### src/rtl/top_module_uart.sv
// rtl/top_module_uart.sv - 8N1 UART loopback: shared baud tick, TX FSM, RX FSM
//
// Ports:
//   clk         : system clock, all logic on the rising edge
//   reset       : synchronous, active-high reset
//   tx_start    : transmit request, a rising edge starts one frame
//   data_in     : byte to transmit, sampled when the frame is accepted
//   baud_select : 00=2400, 01=4800, 10=9600, 11=19200 baud
//   data_out    : last byte received with a valid stop bit
module top_module_uart #(
    parameter int CLK_FREQ   = 50_000_000,
    parameter int OVERSAMPLE = 16
) (
    input  logic       clk,
    input  logic       reset,
    input  logic       tx_start,
    input  logic [7:0] data_in,
    input  logic [1:0] baud_select,
    output logic [7:0] data_out
);

    // Rounded divisors: round(CLK_FREQ / (OVERSAMPLE * baud))
    localparam int N0 = (CLK_FREQ + OVERSAMPLE * 2400 / 2)  / (OVERSAMPLE * 2400);
    localparam int N1 = (CLK_FREQ + OVERSAMPLE * 4800 / 2)  / (OVERSAMPLE * 4800);
    localparam int N2 = (CLK_FREQ + OVERSAMPLE * 9600 / 2)  / (OVERSAMPLE * 9600);
    localparam int N3 = (CLK_FREQ + OVERSAMPLE * 19200 / 2) / (OVERSAMPLE * 19200);
    localparam int CW = $clog2(N0 + 1);
    localparam logic [CW-1:0] C_LAST0 = CW'(N0 - 1);
    localparam logic [CW-1:0] C_LAST1 = CW'(N1 - 1);
    localparam logic [CW-1:0] C_LAST2 = CW'(N2 - 1);
    localparam logic [CW-1:0] C_LAST3 = CW'(N3 - 1);

    localparam int TW = $clog2(OVERSAMPLE + 1);
    localparam int SW = $clog2(OVERSAMPLE);
    localparam logic [TW-1:0] C_TX_OS  = TW'(OVERSAMPLE);
    localparam logic [TW-1:0] C_TX_ONE = TW'(1);
    // The RX start is seen one tick into the start bit, so mid-bit is 7 ticks later
    localparam logic [SW-1:0] C_RX_MID  = SW'(OVERSAMPLE / 2 - 2);
    localparam logic [SW-1:0] C_RX_LAST = SW'(OVERSAMPLE - 1);
    localparam logic [SW-1:0] C_RX_ONE  = SW'(1);

    typedef enum logic [1:0] {S_IDLE, S_START, S_DATA, S_STOP} state_t;

    logic [CW-1:0] w_tick_last;
    logic [CW-1:0] r_tick_cnt;
    logic          r_tick;

    state_t        r_tx_state;
    logic [TW-1:0] r_tx_cnt;
    logic [2:0]    r_tx_idx;
    logic [7:0]    r_tx_shift;
    logic          r_line;
    logic          r_start_q;
    logic          w_start;

    logic          r_sync1;
    logic          r_sync2;
    state_t        r_rx_state;
    logic [SW-1:0] r_rx_cnt;
    logic [2:0]    r_rx_idx;
    logic [7:0]    r_rx_shift;

    always_comb begin
        w_tick_last = C_LAST0;
        case (baud_select)
            2'b00:   w_tick_last = C_LAST0;
            2'b01:   w_tick_last = C_LAST1;
            2'b10:   w_tick_last = C_LAST2;
            default: w_tick_last = C_LAST3;
        endcase
    end

    // >= rather than == so a switch to a shorter divisor wraps at once
    always_ff @(posedge clk) begin
        if (reset) begin
            r_tick_cnt <= '0;
            r_tick     <= 1'b0;
        end else if (r_tick_cnt >= w_tick_last) begin
            r_tick_cnt <= '0;
            r_tick     <= 1'b1;
        end else begin
            r_tick_cnt <= r_tick_cnt + CW'(1);
            r_tick     <= 1'b0;
        end
    end

    assign w_start = tx_start & ~r_start_q;

    // r_tx_cnt counts ticks within the current bit, 1..OVERSAMPLE; the line
    // only changes on a tick so every bit lasts exactly OVERSAMPLE ticks.
    always_ff @(posedge clk) begin
        if (reset) begin
            r_tx_state <= S_IDLE;
            r_tx_cnt   <= '0;
            r_tx_idx   <= '0;
            r_tx_shift <= '0;
            r_line     <= 1'b1;
            r_start_q  <= 1'b0;
        end else begin
            r_start_q <= tx_start;
            case (r_tx_state)
                S_IDLE: begin
                    if (w_start) begin
                        r_tx_shift <= data_in;
                        r_tx_cnt   <= '0;
                        r_tx_state <= S_START;
                    end
                end
                S_START: begin
                    if (r_tick) begin
                        if (r_tx_cnt == C_TX_OS) begin
                            r_line     <= r_tx_shift[0];
                            r_tx_cnt   <= C_TX_ONE;
                            r_tx_idx   <= '0;
                            r_tx_state <= S_DATA;
                        end else begin
                            r_line   <= 1'b0;
                            r_tx_cnt <= r_tx_cnt + C_TX_ONE;
                        end
                    end
                end
                S_DATA: begin
                    if (r_tick) begin
                        if (r_tx_cnt == C_TX_OS) begin
                            r_tx_cnt <= C_TX_ONE;
                            if (r_tx_idx == 3'd7) begin
                                r_line     <= 1'b1;
                                r_tx_state <= S_STOP;
                            end else begin
                                r_line     <= r_tx_shift[1];
                                r_tx_shift <= r_tx_shift >> 1;
                                r_tx_idx   <= r_tx_idx + 3'd1;
                            end
                        end else begin
                            r_tx_cnt <= r_tx_cnt + C_TX_ONE;
                        end
                    end
                end
                S_STOP: begin
                    if (r_tick) begin
                        if (r_tx_cnt == C_TX_OS) begin
                            r_tx_cnt   <= '0;
                            r_tx_state <= S_IDLE;
                        end else begin
                            r_tx_cnt <= r_tx_cnt + C_TX_ONE;
                        end
                    end
                end
                default: r_tx_state <= S_IDLE;
            endcase
        end
    end

    always_ff @(posedge clk) begin
        if (reset) begin
            r_sync1    <= 1'b1;
            r_sync2    <= 1'b1;
            r_rx_state <= S_IDLE;
            r_rx_cnt   <= '0;
            r_rx_idx   <= '0;
            r_rx_shift <= '0;
            data_out   <= 8'h00;
        end else begin
            r_sync1 <= r_line;
            r_sync2 <= r_sync1;
            case (r_rx_state)
                S_IDLE: begin
                    if (r_tick && !r_sync2) begin
                        r_rx_cnt   <= '0;
                        r_rx_state <= S_START;
                    end
                end
                S_START: begin
                    if (r_tick) begin
                        if (r_rx_cnt == C_RX_MID) begin
                            r_rx_cnt   <= '0;
                            r_rx_idx   <= '0;
                            r_rx_state <= r_sync2 ? S_IDLE : S_DATA;
                        end else begin
                            r_rx_cnt <= r_rx_cnt + C_RX_ONE;
                        end
                    end
                end
                S_DATA: begin
                    if (r_tick) begin
                        if (r_rx_cnt == C_RX_LAST) begin
                            r_rx_cnt   <= '0;
                            r_rx_shift <= {r_sync2, r_rx_shift[7:1]};
                            if (r_rx_idx == 3'd7) begin
                                r_rx_state <= S_STOP;
                            end else begin
                                r_rx_idx <= r_rx_idx + 3'd1;
                            end
                        end else begin
                            r_rx_cnt <= r_rx_cnt + C_RX_ONE;
                        end
                    end
                end
                S_STOP: begin
                    if (r_tick) begin
                        if (r_rx_cnt == C_RX_LAST) begin
                            // A low stop bit is a framing error: keep the old byte
                            if (r_sync2) begin
                                data_out <= r_rx_shift;
                            end
                            r_rx_cnt   <= '0;
                            r_rx_state <= S_IDLE;
                        end else begin
                            r_rx_cnt <= r_rx_cnt + C_RX_ONE;
                        end
                    end
                end
                default: r_rx_state <= S_IDLE;
            endcase
        end
    end

endmodule

### config.mk
export PLATFORM = sky130hd
export DESIGN_NAME = top_module_uart
export DESIGN_NICKNAME = d
export VERILOG_FILES = /design/src/rtl/top_module_uart.sv
export SDC_FILE = /design/constraint.sdc
export NUM_CORES = 1
export LEC_CHECK = 0
export CAP_MARGIN = 25
export CORE_MARGIN = 4
export CORE_UTILIZATION = 30
export CTS_BUF_LIST = sky130_fd_sc_hd__clkbuf_16
export DETAILED_ROUTE_END_ITERATION = 16
export HOLD_SLACK_MARGIN = 0.15
export PLACE_DENSITY = 0.48
export SYNTH_ARGS = -nofsm -noshare
export SYNTH_HDL_FRONTEND = slang
export SYNTH_SLANG_ARGS = --single-unit
### constraint.sdc
create_clock -name clk -period 1.9 [get_ports clk]
set_input_delay 0.38 -clock clk [delete_from_list [all_inputs] [get_ports clk]]
set_output_delay 0.38 -clock clk [all_outputs]
set_load 0.02 [all_outputs]
# --- Yosys cells after proc, flatten, opt, wreduce, memory -nomap -nowiden ---
# Index checks and enable logic that the tools add are counted.
# Widths: inputs -> output; s select.
word_totals:
  register_bits: 59
  input_bits: 13
  out_inout_bits: 8
  word_cells: 133
op_classes:
  n_addsub: 5
  order_cmp: 1
  eq_ne: 33
  mux: 56
  n_bitwise: 2
  n_reduce_logical: 21
ops:
  columns: ["operator", "n"]
  rows:
  - ["$ne 2x2->1 const B", 18]
  - ["$mux 2", 17]
  - ["$pmux 11 s3", 1]
  - ["$mux 8", 4]
  - ["$mux 3", 10]
  - ["$mux 5", 5]
  - ["$mux 4", 5]
  - ["$pmux 2 s4", 2]
  - ["$pmux 8 s2", 1]
  - ["$reduce_and 8->1", 2]
  - ["$pmux 5 s3", 1]
  - ["$pmux 3 s2", 2]
  - ["$pmux 4 s3", 1]
  - ["$reduce_and 6->1", 2]
  - ["$add 11x1->11 const B", 1]
  - ["$ge 11x11->1", 1]
  - ["$eq 2x2->1 const B", 5]
  - ["$reduce_and 3->1", 3]
  - ["$reduce_and 4->1", 2]
  - ["$add 3x1->3 const B", 2]
  - ["$eq 2x1->1 const B", 3]
  - ["$eq 3x3->1 const B", 2]
  - ["$logic_not 2->1", 3]
  - ["$mux 1", 6]
  - ["other kinds (14)", 19]

# --- Logic depth before layout (Yosys ltp) ---
# Gate-level depths: netlist of run 1.
depth:
  depth_word: 5
  depth_mapped: 8
  mapped_depth_nobuf: 7

# --- Worst setup path before layout of run 1 ---
# Ideal clock, no wire load.
synth_path:
  kind: "input to register"
  startpoint: "input baud_select[0]"
  endpoint: "register r_tick_cnt[10]"
  setup_ps: 130
  arrival_ps: 1808
  required_time_ps: 1770
  setup_slack_ps: -38
  stages: 7
  path_buffers: 1
  path_cell_list: "or2_2 > ha_1 > nand4_1 > o21ba_2 > o211ai_1 > clkbuf_1 > nor3_1"
synth_between:
  elab_chain_len: 4
  word_cells_on_any_way: 6
  classes_between: "1 x order compare; 2 x eq/ne; 1 x mux; 2 x reduce/logical"
synth_rtl:
  columns: ["element", "line", "source"]
  rows:
  - ["start: declaration", "18", "input logic [1:0] baud_select,"]
  - ["$eq 2x2->1 (tied with other cells)", "65", "case (baud_select)"]
  - ["$pmux 11 s3 (*)", "65", null]
  - ["$ge 11x11->1 (*)", "78", "end else if (r_tick_cnt >= w_tick_last) begin"]
  - ["$reduce_or 2->1 (no source line) (*)", null, null]
  - ["end signal: assignment", "82", "r_tick_cnt <= r_tick_cnt + CW'(1);"]
  - ["end: declaration", "45", "logic [CW-1:0] r_tick_cnt;"]
# Mark *: on every way between the ends. The rest lies on a longest branch, timed or not.
# A chain may end at the register's enable or synchronous reset.

# --- Final worst setup path of run 1 ---
layout_path:
  startpoint: "register r_tx_state[0]"
  endpoint: "register r_tx_cnt[4]"
layout_between:
  elab_chain_len: 4
  word_cells_on_any_way: 10
  classes_between: "6 x eq/ne; 1 x mux; 3 x reduce/logical"
layout_rtl:
  columns: ["element", "line", "source"]
  rows:
  - ["start: declaration", "48", "state_t r_tx_state;"]
  - ["start signal: assignment", "93", "r_tx_state <= S_IDLE;"]
  - ["start signal: assignment", "106", "r_tx_state <= S_START;"]
  - ["start signal: assignment", "115", "r_tx_state <= S_DATA;"]
  - ["$eq 2x2->1 / $eq 2x1->1 (equally long branches)", "101", "case (r_tx_state)"]
  - ["$reduce_or 2->1 (no source line)", null, null]
  - ["$ne 2x1->1 (no source line)", null, null]
  - ["$reduce_and 3->1 (no source line)", null, null]
  - ["end signal: assignment", "118", "r_tx_cnt <= r_tx_cnt + C_TX_ONE;"]
  - ["end signal: assignment", "135", "r_tx_cnt <= r_tx_cnt + C_TX_ONE;"]
  - ["end signal: assignment", "145", "r_tx_cnt <= r_tx_cnt + C_TX_ONE;"]
  - ["end: declaration", "49", "logic [TW-1:0] r_tx_cnt;"]
# Several ways; a longest one is shown, not always the timed one.

==> results of run 1 <==
-- Yosys cell counts, drive strengths merged (2+ instances only) --
cell     number
or3           2
a2bb2oi       2
nand3         8
xnor2         5
nand2        21
a311oi        9
nand4bb       2
nand4b        3
clkbuf        7
nand2b        2
or2           4
o211ai        4
a21o          4
a2111oi       2
a22oi         2
o31ai         2
and4          3
mux2i        24
nor2b         3
o21ai         6
nand4         5
inv          15
and3          2
a41o          2
a31oi         2
xor2          7
o21ba         3
ha           25
dfxtp        59
nor2         30
nor3         12
nand3b        5
a21oi        23
buf           9
nor3b         2
-- per-stage QoR --
stage	setup slack, ns	cell area (um2)	setup TNS (ns)
6_report	0.1171	3955	0
5_1_grt	-0.01349	3955	-0.01349
4_1_cts	0.03777	3938	0
3_5_place_dp	-0.5313	3597	-6.402
3_3_place_gp	-0.4827	3597	-5.758
2_1_floorplan	0.0004797	3142	0
-- power by group --
group          switching, mW  internal, mW  total (mW)
sequential            0.0788          1.36        1.44
combinational          0.620         0.548        1.17
clock                  0.615          1.02        1.64
-- metal layers --
layer	track usage	share of wire	up-vias
li1	-	-	1274
met2	0.1768	0.43	33
met3	0.03087	0.037	9
met4	0.04573	0.017	0
met1	0.1678	0.51	1129
met5	0	0	-
-- state kept, by name, summed over array words and instances, names as in the netlist, named ones only --
name,flops
r_rx_shift,8
r_tx_idx,3
data_out,8
r_rx_cnt,4
r_rx_idx,3
r_rx_state,1
r_sync2,1
r_start_q,1
r_tick,1
r_tx_cnt,5
r_line,1
r_tx_shift,8
r_tick_cnt,11
r_tx_state,2
r_sync1,1
-- final cells by class --
cell class              count  area (um2)  share of cell area
clock buffers               9       225.2             0.05694
clock inverters             7       76.32             0.01930
inverters                  15       56.30             0.01424
multi-input cells         239        1864              0.4714
flip-flops and latches     59        1181              0.2986
well taps                 136       170.2             0.04302
repair buffers             44       381.6             0.09649
-- worst max path at each step --
stage | start | endpoint | slack, ns | depth (start not counted)
global placement | baud_select[0] | r_tick_cnt[9] | -0.48 | 8
detailed placement | baud_select[0] | r_tick_cnt[6] | -0.53 | 8
CTS | baud_select[0] | r_tick | 0.04 | 8
global route | r_tx_state[0] | r_tx_shift[4] | -0.01 | 6
finish | r_tx_state[0] | r_tx_cnt[4] | 0.12 | 6
floorplan | baud_select[0] | r_tick_cnt[10] | 0.0005 | 7
-- cell families after synthesis --
family,Yosys count,share of synthesized area
compound gates,68,0.1735
xor+xnor,12,0.03349
fa+ha+maj,25,0.09968
buf+inv,31,0.04705
flops,59,0.3764
mux,24,0.07655
simple gates,110,0.1934
-- cell usage in the layout (no fill, tap or decap), types with 3 or more instances in the layout --
cell type,count
or2_2,3
mux2i_1,24
xor2_1,7
and4_1,3
nor3_1,11
inv_1,15
nor2_1,30
a311oi_2,8
clkbuf_16,9
a21o_1,4
nor2b_1,3
dfxtp_1,59
clkdlybuf4s50_1,17
o211ai_1,4
nand3_1,7
nand3b_1,5
xnor2_1,5
ha_1,22
buf_4,23
nand2_1,21
o21ai_0,6
nand4_1,5
a21oi_1,21
nand4b_1,3
-- timing repair --
| action | 4_1_cts | 5_1_grt |
|---|---|---|
| gates resized for setup | 8 | 5 |
| endpoints found under the setup margin | 12 | 22 |
| cloned | 1 | 0 |
| pin swaps | 2 | 1 |
| hold buffers | 0 | 0 |
| setup buffers | 0 | 0 |
-- worst max-delay path, cell delays in order, from the launching register on --
cell and delay (ns):
dfxtp_1 0.38, inv_1 0.10, ha_2 0.34, o21ba_4 0.25
a2111oi_2 0.37, xnor2_1 0.16, nor2_1 0.05
==> results by group, run 1 <==
STA
  • Final Max Slew Viols: 0
  • Finish-stage setup viols: 0
  • Worst Skew: 0.009594 ns
  • Final hold slack: 0.4094 ns
  • Period utilisation layout: 0.9384
  • Fmax achieved: 560.9 MHz
  • Hold Vio Cnt, Final: 0
  • Slew margin rel.: 0.5953
  • Slew of the pin with the lowest slew margin: 0.6019 ns
  • Min Tclk post-route: 1.783 ns

Global route
  • Global-route wire length before repair: 11,520 um
  • Initial antenna violation count: 0
  • Vias in the first global route: 2,421
  • Largest net degree at the start of global routing: 27
  • GR Overflow Total: 0
  • Total GRT Usage: 0.1201

Job
  • Maxcap violations: 0

Setup path
  • R2R Path Start: r_tx_state[0]
  • CP Max Fanout: 6
  • R2R Path End: r_tx_cnt[4]
  • Req. time, crit path: 2.10 ns
  • Critical path launch point type: flop
  • Worst reg2reg path depth: 6
  • Worst reg2reg setup slack: 0.12 ns
  • Crit Path Class: flop to flop
  • Crit path arrival time: 1.98 ns
  • CP Capture Type: flop

Drt
  • Final ANT Viol Nets: 0
  • DR WL/cell: 12.97 um
  • First-pass DRT Iterations: 4
  • First DRT Iteration DRCs: 80
  • DRC Markers: 0
  • Vias per cell: 4.804
  • DRT Wirelength: 6602 um
  • Vias after detailed routing: 2,445

Yosys
  • Avg Cell Area, Syn: 9.538 um2
  • Synthesized area: 3138 um2
  • Yosys top cell area share: 0.3764
  • Ranking of synthesized cells by area: dfxtp_1, ha_1, mux2i_1, nor2_1, a21oi_1
  • Seq/Total Area, Yosys: 0.3764
  • Net Count, Synth: 367
  • Dominant cell type by area after synthesis: dfxtp_1
  • Syn. warnings: 0
  • #FFs+latches synth: 59
  • Main synth FF type: dfxtp_1
  • Post-synth EDFFs: 0
  • Async SR Flop Fraction: 0
  • Synth Instances: 329
  • Distinct cells, synth: 56

Place
  • Final GP Congestion: 0.7780
  • Inst Count DP: 492
  • PortBufs: 20
  • Placed wire-length estimate: 4668 um

Min path
  • WHS Endpoint: r_sync2
  • WHS Path Cells: 1
  • Hold path startpoint: r_sync1
  • Hold crit path type: flop to flop

Power
  • PwrDens: 1073 nW/um2
  • LEAKAGE: 1.445 nW
  • Peak supply drop: 0.6507 mV
  • Design Power: 4.245 mW

Floorplanning
  • Die area: 12,160 um2
  • Row cnt: 37
  • Initial Utilization: 0.3053
  • Core Area: 10,280 um2
  • Die width: 110.3 um
  • Height of the chip: 110.3 um
  • IO Count: 21

Cells and area
  • Fillers: 1,036
  • Area Growth Syn to Fin: 26.04%
  • Nets: 406
  • Share of layout cells above drive strength 1: 0.1877
  • Layout Cells excl Fill: 509
  • Post-layout util: 0.3848
  • Ant diodes: 0

Clock network
  • CTS sink count: 59
  • H-tree depth: 3
  • CTS buffer count: 9
  • Clk Latency, worst-skew pair: 0.33 ns
  • Root Driver: clkbuf_16
  • Clk slew on worst S/H paths: 0.06 ns
  • CTS Buffer Depth: 2
  • CTS tree: yes

Outcome
  • Status: completed
No activity file was read; power rests on OpenSTA's default activity.
==> run 2, diff against run 1 <==
--- a/config.mk
+++ b/config.mk
@@ -12,6 +12,8 @@
 export DETAILED_ROUTE_END_ITERATION = 16
 export HOLD_SLACK_MARGIN = 0.15
 export PLACE_DENSITY = 0.48
+export SKIP_LAST_GASP = 1
 export SYNTH_ARGS = -nofsm -noshare
 export SYNTH_HDL_FRONTEND = slang
 export SYNTH_SLANG_ARGS = --single-unit
+export TNS_END_PERCENT = 20
==> run 2 against run 1 <==
Effect of this change:
- sequential power about the same
- count of clock-buffer cells in the layout unchanged
- global-route usage unchanged
- sequential share of layout area up 0.14 points
- combinational power about the same
- via count down 0.16%
- critical path depth unchanged
- cell count unchanged
- first-iteration DRC count down 2.5%
- clock skew up 0.0012 ns
- final area down 0.47%
- wire length down 0.68%
- critical endpoint is now r_tx_shift[4]
- largest cell class unchanged
- largest power group unchanged
==> results by group, run 2 (synthesis results as in run 1) <==
Floorplanning
  • Die width: 110.3 um (unchanged)
  • Initial Utilization: 0.3053 (unchanged)
  • Height of the chip: 110.3 um (unchanged)
  • Core Area: 10,280 um2 (unchanged)
  • Die area: 12,160 um2 (unchanged)
  • Row cnt: 37 (unchanged)
  • IO Count: 21 (unchanged)

STA
  • Hold Vio Cnt, Final: 0 (unchanged)
  • TNS Setup: 0 ns (unchanged)
  • Slew of the pin with the lowest slew margin: 0.6038 ns (was 0.6019 ns)
  • RSZ-0062 raised after global routing: yes
  • PnR worst setup slack: 0.1052 ns (was 0.1171 ns)
  • Final Max Slew Viols: 0 (unchanged)
  • Fmax achieved: 557.2 MHz (was 560.9 MHz)
  • Period utilisation layout: 0.9446 (was 0.9384)
  • Slew margin rel.: 0.5940 (was 0.5953)
  • Worst Skew: 0.01082 ns (was 0.009594 ns)
  • Min Tclk post-route: 1.795 ns (was 1.783 ns)
  • Finish-stage setup viols: 0 (unchanged)

Job
  • Maxcap violations: 0 (unchanged)

Clock network
  • # hold bufs at CTS: 0 (unchanged)
  • Root Driver: clkbuf_16 (unchanged)
  • CTS buffer count: 9 (unchanged)
  • CTS Buffer Depth: 2 (unchanged)
  • Clk slew on worst S/H paths: 0.06 ns (about the same)
  • CTS sink count: 59 (unchanged)
  • Clk Latency, worst-skew pair: 0.33 ns (about the same)
  • H-tree depth: 3 (unchanged)
  • CTS tree: yes (unchanged)

Global route
  • Initial antenna violation count: 0 (unchanged)
  • Total GRT Usage: 0.1201 (unchanged)
  • Global-route wire length before repair: 11,520 um (unchanged)
  • Largest net degree at the start of global routing: 27 (unchanged)
  • GR Overflow Total: 0 (unchanged)
  • Vias in the first global route: 2,421 (unchanged)

Setup path
  • CP Capture Type: flop (unchanged)
  • CP max stage cell: dfxtp_1 (unchanged)
  • Worst path top cell family by delay: compound AO/OA/AOI/OAI gates (unchanged)
  • Crit path arrival time: 2.03 ns (was 1.98 ns)
  • Critical path launch point type: flop (unchanged)
  • CP Cell Sequence: inv_1 -> ha_1 -> nor2b_1 -> a41o_2 -> a21oi_1 -> a311oi_2 (was inv_1 -> ha_2 -> o21ba_4 -> a2111oi_2 -> xnor2_1 -> nor2_1)
  • CP Max Fanout: 15 (was 6)
  • Req. time, crit path: 2.14 ns (was 2.10 ns)
  • Crit Path Class: flop to flop (unchanged)
  • Max stage delay on crit path: 0.38 ns (about the same)
  • Buf+Inv Stages, Crit Path: 1 (unchanged)

Power
  • Design Power: 4.219 mW (was 4.245 mW)
  • LEAKAGE: 1.444 nW (was 1.445 nW)
  • PwrDens: 1072 nW/um2 (was 1073 nW/um2)
  • Peak supply drop: 0.6443 mV (was 0.6507 mV)

Place
  • Final GP Congestion: 0.7780 (unchanged)
  • Inst Count DP: 492 (unchanged)
  • Place WS: -0.5313 ns (unchanged)
  • Placed wire-length estimate: 4668 um (unchanged)
  • PortBufs: 20 (unchanged)

Cells and area
  • Commonest non-fill, non-tap cell in the layout: dfxtp_1 (unchanged)
  • Nets: 406 (unchanged)
  • Most frequent cells in the layout: dfxtp_1, nor2_1, mux2i_1 (unchanged)
  • Top reg by flops: r_tick_cnt (unchanged)
  • Area Growth Syn to Fin: 25.44% (was 26.04%)
  • Fillers: 1,040 (was 1,036)
  • Share of layout cells above drive strength 1: 0.1877 (unchanged)
  • Area of the multi-input gates: 1846 um2 (was 1864 um2)
  • FF/Latch Area: 1181 um2 (unchanged)
  • Largest register FFs: 11 (unchanged)
  • Layout Cells excl Fill: 509 (unchanged)
  • Ant diodes: 0 (unchanged)

Drt
  • Vias after detailed routing: 2,441 (was 2,445)
  • Final ANT Viol Nets: 0 (unchanged)
  • Vias per cell: 4.796 (was 4.804)
  • DRC Markers: 0 (unchanged)
  • DR WL/cell: 12.88 um (was 12.97 um)
  • First DRT Iteration DRCs: 78 (was 80)
  • First-pass DRT Iterations: 4 (unchanged)
  • DRT Wirelength: 6557 um (was 6602 um)

Outcome
  • Status: completed (unchanged)

Min path
  • Hold crit path type: flop to flop (unchanged)
run 2: timing repair:
| item | in CTS | in global routing |
|---|---|---|
| setup buffers | 0 | 0 |
| gates cloned | 1 | 0 |
| resized for setup | 8 | 3 |
| endpoints found under the setup margin | 12 | 22 |
| pin swaps | 2 | 1 |
run 2: final cells by class:
cell class / instances / area share
Clock buffer: 9 / 0.05722
Clock inverter: 7 / 0.01939
Inverter: 15 / 0.01430
Multi-Input combinational cell: 239 / 0.4688
Sequential cell: 59 / 0.3001
Tap cell: 136 / 0.04323
Timing Repair Buffer: 44 / 0.09695
run 2: where the power goes:
group | internal, mW | switching [mW] | leakage (nW)
Clock | 1.02 | 0.611 | 0.142
Combinational | 0.533 | 0.612 | 0.823
Sequential | 1.36 | 0.0794 | 0.479
Total | 2.92 | 1.30 | 1.44
run 2: worst paths after layout:
kind | slack, ns | depth (start not counted) | startpoint | endpoint
max | 0.11 | 6 | r_tx_state[0] | r_tx_shift[4]
min | 0.41 | 1 | r_sync1 | r_sync2
max reg2reg | 0.11 | 6 | r_tx_state[0] | r_tx_shift[4]
min reg2reg | 0.41 | 1 | r_sync1 | r_sync2
run 2: per-layer routing:
metal | GRT usage | share of wire | vias to the layer above
met5 | 0 | 0 | -
met4 | 0.04573 | 0.014 | 0
met3 | 0.03087 | 0.033 | 8
met2 | 0.1768 | 0.43 | 25
met1 | 0.1678 | 0.52 | 1133
li1 | - | - | 1275
run 2: metrics by stage:
step	hold slack (ns)	cell area, um2	util
after floorplan	0.3895	3142	-
after global placement	0.3942	3597	0.3500
after detailed placement	0.3971	3597	0.3500
after CTS	0.4103	3938	0.3831
after global routing	0.4222	3936	0.3830
final	0.4094	3936	0.3830
==> run 3, diff against run 2 <==
--- a/config.mk
+++ b/config.mk
@@ -13,6 +13,7 @@
 export HOLD_SLACK_MARGIN = 0.15
 export PLACE_DENSITY = 0.48
 export SKIP_LAST_GASP = 1
+export SLEW_MARGIN = 20
 export SYNTH_ARGS = -nofsm -noshare
 export SYNTH_HDL_FRONTEND = slang
 export SYNTH_SLANG_ARGS = --single-unit
==> results of run 3 <==
No change in the layout: final DEF, timing and power equal those of run 2.
